**config.mk**
```make
export PLATFORM = sky130hd
export DESIGN_NAME = mvu_jobctl
export DESIGN_NICKNAME = d
export VERILOG_FILES = /design/src/rtl/mvu_jobctl.sv
export SDC_FILE = /design/constraint.sdc
export NUM_CORES = 1
export LEC_CHECK = 0
export ABC_AREA = 0
export CAP_MARGIN = 20
export CORE_MARGIN = 1.5
export CORE_UTILIZATION = 58
export CTS_CLUSTER_DIAMETER = 60
export CTS_CLUSTER_SIZE = 28
export DETAILED_ROUTE_END_ITERATION = 7
export PLACE_DENSITY = 0.81
export SETUP_SLACK_MARGIN = 0.1
export SKIP_CTS_REPAIR_TIMING = 1
export SLEW_MARGIN = 20
export SYNTH_ARGS = -nofsm -noshare
export SYNTH_HDL_FRONTEND = slang
export SYNTH_SLANG_ARGS = --single-unit
```
**constraint.sdc**
```tcl
create_clock -name clk -period 6.48 [get_ports clk]
set_clock_uncertainty 0.05 [all_clocks]
set_input_delay 0.972 -clock clk [delete_from_list [all_inputs] [get_ports clk]]
set_output_delay 0.972 -clock clk [all_outputs]
set_load 0.05 [all_outputs]
```
**src/rtl/mvu_jobctl.sv**
```systemverilog
// Job sequencer for the MVU address generators: clear, issue a fixed number of
// non-stalled steps, drain the datapath pipeline, pulse done; realigns AGU flags.
module mvu_jobctl #(
    parameter int unsigned BCNT    = 32,
    parameter int unsigned PIPELAT = 3
) (
    input  logic            clk,
    input  logic            clr_n,
    input  logic            start,
    input  logic [BCNT-1:0] countdown,
    input  logic            stall,
    input  logic            sh_in,
    input  logic            imsb_in,
    input  logic            wmsb_in,
    output logic            agu_clr,
    output logic            agu_en,
    output logic            busy,
    output logic            done,
    output logic            valid_d,
    output logic            sh_d,
    output logic            imsb_d,
    output logic            wmsb_d
);

    localparam int unsigned DW = (PIPELAT > 1) ? $clog2(PIPELAT) : 1;

    typedef enum logic [2:0] {
        S_IDLE  = 3'd0,
        S_CLEAR = 3'd1,
        S_RUN   = 3'd2,
        S_DRAIN = 3'd3,
        S_DONE  = 3'd4
    } state_t;

    state_t          r_state;
    logic [BCNT-1:0] r_rem;
    logic [DW-1:0]   r_dcnt;
    logic [3:0]      r_dly [PIPELAT];
    logic            w_step;
    logic [3:0]      w_tap;

    assign w_step = (r_state == S_RUN) && !stall;

    always_ff @(posedge clk) begin
        if (!clr_n) begin
            r_state <= S_IDLE;
            r_rem   <= '0;
            r_dcnt  <= '0;
        end else begin
            case (r_state)
                S_IDLE: begin
                    if (start) begin
                        r_rem   <= countdown;
                        r_state <= S_CLEAR;
                    end
                end
                S_CLEAR: begin
                    r_state <= (r_rem == '0) ? S_DONE : S_RUN;
                end
                S_RUN: begin
                    if (w_step) begin
                        if (r_rem != '0) begin
                            r_rem <= r_rem - BCNT'(1);
                        end
                        if (r_rem == BCNT'(1)) begin
                            r_dcnt  <= DW'(PIPELAT - 1);
                            r_state <= S_DRAIN;
                        end
                    end
                end
                S_DRAIN: begin
                    // Stall is ignored here: the pipeline drains unconditionally.
                    if (r_dcnt == '0) begin
                        r_state <= S_DONE;
                    end else begin
                        r_dcnt <= r_dcnt - DW'(1);
                    end
                end
                S_DONE: begin
                    r_state <= S_IDLE;
                end
                default: begin
                    r_state <= S_IDLE;
                end
            endcase
        end
    end

    // Delay lines {valid, sh, imsb, wmsb}; shift every cycle regardless of state.
    always_ff @(posedge clk) begin
        if (!clr_n) begin
            for (int i = 0; i < int'(PIPELAT); i++) begin
                r_dly[i] <= '0;
            end
        end else begin
            r_dly[0] <= {w_step, sh_in, imsb_in, wmsb_in};
            for (int i = 1; i < int'(PIPELAT); i++) begin
                r_dly[i] <= r_dly[i-1];
            end
        end
    end

    assign w_tap   = r_dly[PIPELAT-1];

    assign agu_clr = (r_state == S_CLEAR);
    assign agu_en  = w_step;
    assign busy    = (r_state != S_IDLE);
    assign done    = (r_state == S_DONE);
    assign valid_d = w_tap[3];
    assign sh_d    = w_tap[2] & w_tap[3];
    assign imsb_d  = w_tap[1] & w_tap[3];
    assign wmsb_d  = w_tap[0] & w_tap[3];

endmodule

```
# Word-level counts from Yosys, hierarchy flattened
# Memories as Yosys holds them, arrays and structs flattened.
# Index checks and enable logic that the tools add are counted.
word_totals:
  ff_bits: 37
  ramBits: 12
  inputBits: 39
  out_inout_bits: 8
  wordCells: 54
  memories: 1
op_classes:
  add_sub_neg: 2
  eq_ne: 11
  muxes: 19
  bitwise_logic: 6
  reduce_logical: 12
mem_list:
  columns: ["name", "depth", "width", "read_ports", "rd_ports_with_merged_regs", "write_ports", "line_no", "text"]
  rows:
  - ["r_dly", 3, 4, 3, 0, 3, "38", "logic [3:0] r_dly [PIPELAT];"]
ops:
  columns: ["op", "count"]
  rows:
  - ["32-bit two-way mux", 3]
  - ["32-bit case mux with 2 select lines", 1]
  - ["32-bit by 1-bit equality test with 1-bit output (second input constant)", 1]
  - ["32-bit zero test", 1]
  - ["32-bit nonzero test", 1]
  - ["32-bit by 1-bit subtractor with 32-bit output (second input constant)", 1]
  - ["3-bit two-way mux", 5]
  - ["4-bit two-way mux", 3]
  - ["3-bit case mux with 4 select lines", 1]
  - ["4-bit AND reduction", 3]
  - ["2-bit != test (second input constant)", 4]
  - ["3-bit by 2-bit equality test with 1-bit output (second input constant)", 2]
  - ["2-bit two-way mux", 3]
  - ["2-bit by 1-bit != test with 1-bit output (second input constant)", 2]
  - ["2-bit case mux with 2 select lines", 1]
  - ["2-bit nonzero test", 2]
  - ["1-bit bitwise AND", 3]
  - ["3-bit by 1-bit equality test with 1-bit output (second input constant)", 1]
  - ["3-bit equality test (second input constant)", 1]
  - ["3-bit zero test", 1]
  - ["1-bit bitwise OR", 3]
  - ["3-bit nonzero test", 1]
  - ["2-bit zero test", 1]
  - ["1-bit two-way mux", 2]
  - ["3 further kinds", 3]

# Logic depth before layout (Yosys ltp)
logic_depth:
  ltp_word: 4
  ltp_mapped: 9
  ltp_nobuf: 7

# Worst setup path before layout
# OpenSTA, ideal clock, no wires.
synth_path:
  path_kind: "reg2out"
  start: "reg r_state[0]"
  end: "out agu_en"
  arrival_ns: 2.070
  required_time_ns: 5.458
  path_slack_ns: 3.388
  stages_incl_launch_ff: 7
  path_buffers: 4
  path_cell_list: "dfxtp_1 clkbuf_1 or3b_2 clkbuf_1 buf_2 buf_1 nor2_1"
synth_via:
  elab_chain_cells: 2
synth_rtl:
  columns: ["element", "line_no", "text"]
  rows:
  - ["start, declared", "35", "state_t r_state;"]
  - ["start signal, assigned", "58", "r_state <= (r_rem == '0) ? S_DONE : S_RUN;"]
  - ["3-bit by 2-bit equality test with 1-bit output", "42", "assign w_step = (r_state == S_RUN) && !stall;"]
  - ["1-bit logical AND", "42", null]
  - ["end, declared", "16", "output logic agu_en,"]
# No other way between the ends.

# Worst setup path in the final report
layout_path:
  start: "reg r_state[1]"
  end: "out agu_en"
# The elaborated chain is that of the path after synthesis.

==> run_results.csv <==
group,metric,value,unit
run_status,status,"finished, final reports clean",
sta,worst_slew_pin_slew,1.05,ns
clocking,cts-buffers-inserted,5,
hold_path,hold_path_end,"r_dly[0][6]$_SDFF_PN0_",
sta,fin_crit_sh,58.0,%
sta,period_needed,3.76,ns
placement,gp_congestion,0.886,
global_route,antenna_found_initial,0,
yosys,yosys-top-cells-area,"dfxtp_1, nand2_1, o31ai_1",
global_route,grt-ovfl-total,0,
hold_path,worstHoldStart,"r_dly[0][2]$_SDFF_PN0_",
floorplan,initial_core_util,61.4,%
critical_path,reg2reg_depth,5,
critical_path,critPathMaxFanout,61,
clocking,clockBufferDepth,2,
yosys,ys_warn_count,0,
sta,hold_viol,0,
route,viasPerCell,6.49,
global_route,grt_first_pass_wirelength,12.4,mm
clocking,path_clk_slew,0.09,ns
route,drc,0,
yosys,yosys.cell_types.count,56,
final_layout,fill_cells,386,
yosys,synth_compound_area_share,27.9,%
route,drt.antenna.violating_nets,0,
sta,setup_ws,2.72,ns
critical_path,worst-r2r-setup-slack,3.06,ns
final_layout,drive_gt1_share,7.27,%
power_and_ir_drop,p_leak,0.00129,µW
sta,setup_viol,0,
yosys,synthMuxAreaShare,0,%
placement,io_buffer_count,46,
critical_path,crit_arrival,2.74,ns
global_route,grt_usage,28.4,%
power_and_ir_drop,cellPowerDensity,480,nW/µm²
sta,slew_violations,0,
final_layout,area_growth,18.3,%
placement,placed_cells,458,
critical_path,worstReg2RegEnd,"r_rem[9]$_SDFFE_PN0P_",
route,drtIter0Drc,334,
yosys,synth_top_area_cell,"dfxtp_1",
sta,slew_headroom,30.0,%
floorplan,fp.dieW,74.6,µm
floorplan,fp.dieArea,5570,µm²
floorplan,io_pins,47,
critical_path,cp_data_required_time,5.46,ns
floorplan,die_y,74.6,µm
placement,pre_cts_ws,2.85,ns
sta,rsz0062_at_grt,"no",
placement,hpwl,4.83,mm
sta,clock.fmax,0.266,GHz
route,dr.pass1.iters,5,
clocking,cts_tree,"built",
hold_path,worstHoldPathType,"reg -> reg",
critical_path,start_kind,"register",
final_layout,layoutNonFillerInstCount,466,
flow_run,maxCapViolCount,0,
clocking,root_buffer,"clkbuf_8",
yosys,synth_fp_nets,416,
clocking,clk_latency,0.30,ns
yosys,synthDominantCellAreaShare,33.0,%
final_layout,antennaDiodeCount,0,
yosys,synthSimpleGateAreaFrac,30.5,%
global_route,grt_start_max_net_pins,62,
yosys,synth-edff-count,0,
yosys,synth_adder_area_share,1.68,%
route,wire_per_inst,16.4,µm
sta,setup_tns,0,ns
yosys,ys_seq_elements,49,
yosys,synth_top_family_by_area,"simple AND/OR/NAND/NOR gates",
yosys,synthXorXnorAreaFrac,0,%
critical_path,crit_type,"reg -> out",
critical_path,r2r_start,"r_rem[20]$_SDFFE_PN0P_",
yosys,synth_area,2980,µm²
clocking,h-tree-depth,2,
final_layout,final_nets,441,
yosys,async_flop_share,0,%
floorplan,core_area,4850,µm²
clocking,clock-sinks,49,
yosys,ys_seq_area_share,33.0,%
critical_path,endpoint_kind,"output port",
power_and_ir_drop,ir_drop,253,µV
yosys,ys.flop_type,"dfxtp_1",
yosys,postSynthAreaPerCell,7.98,µm²
hold_path,hold_depth,1,
route,finalWirelength,7.64,mm
yosys,syn_inst,373,
global_route,grt_pass1_vias,2711,
floorplan,rows,25,
route,vias,3025,
==> cells in the mapped netlist (all sizes together), types with 10 or more instances <==
cell type	instances
a21oi	21
a32o	13
and2	23
buf	10
clkbuf	22
dfxtp	49
inv	11
nand2	49
nand3	23
nor2	12
o21ai	15
o31ai	21
o41ai	10
==> placed cells by master (no fill, tap or decap), drive strengths merged, types with 3 or more instances in the layout <==
cell           synthesis  final
a211oi                 6      6
ha                     4      4
nor4                   9      9
nand4                  5      5
a21oi                 21     21
nand2b                 5      5
or2                    4      4
o41ai                 10     10
o31ai                 21     21
nand2                 49     49
buf                   10      4
and2                  23     23
o22ai                  4      4
o32ai                  6      6
or4                    3      3
nor3                   9      9
o31a                   5      5
nor3b                  3      3
or3                    4      4
o21ai                 15     15
nand3                 23     23
nand4b                 3      3
clkbuf                22      5
clkdlybuf4s50          0     46
a32o                  13     13
inv                   11     11
and3                   6      6
nor2                  12     12
dfxtp                 49     49
==> power by group <==
group	switching (µW)	internal [µW]
combinational	607	344
sequential	94.6	385
clock	106	153
total	807	883
==> layer usage <==
metal  global-route usage, %  up-vias  routed length [µm]
li1                        -     1453                   -
met1                    37.6     1410                3410
met2                    49.3      155                3640
met3                    4.15        7                 532
met4                    6.06        0                  54
met5                       0        -                   0
==> through the flow <==
stage	hold WS (ns)	area, µm²	total power, µW	util (%)
floorplan	0.362	2980	1210	-
global route	0.405	3520	1800	72.6
finish	0.388	3520	1690	72.6
CTS	0.392	3520	1670	72.6
global placement	0.362	3390	1390	69.9
detailed placement	0.371	3390	1410	69.9
==> flip-flops by register name, indices dropped and copies added (netlist names) <==
name / flops
r_rem: 32
r_dly: 12
r_state: 3
r_dcnt: 2
==> area by class of cell <==
cell class | count | area [µm²] | area share, %
well taps | 67 | 83.8 | 2.38
clock inverters | 3 | 65.1 | 1.85
flip-flops and latches | 49 | 981 | 27.9
inverters | 11 | 41.3 | 1.17
clock buffers | 5 | 68.8 | 1.95
multi-input cells | 281 | 1790 | 50.9
repair buffers | 50 | 490 | 13.9
==> worst max path at each step <==
stage,start,endpoint,slack (ns),cells past startpoint
4_1_cts,r_state[1]$_SDFFE_PN0P_,agu_en,2.72,5
5_1_grt,r_state[1]$_SDFFE_PN0P_,agu_en,2.59,5
3_3_place_gp,start,r_rem[8]$_SDFFE_PN0P_,2.91,5
3_5_place_dp,start,r_rem[9]$_SDFFE_PN0P_,2.85,5
6_report,r_state[1]$_SDFFE_PN0P_,agu_en,2.72,5
2_1_floorplan,r_state[0]$_SDFFE_PN0P_,agu_en,3.39,6
==> worst max-delay path, stage by stage, from the launching register on <==
cell	delay [ns]
dfxtp_1	0.32
buf_4	0.34
or3b_2	0.48
buf_4	0.30
nor2_1	0.17
clkdlybuf4s50_1	0.81
==> kinds of logic after synthesis <==
kind of cell / count (synthesis)
compound gates: 112
fa+ha+maj: 4
buf+inv: 43
flops: 49
simple gates: 165
(Power assumes the default switching activity.)
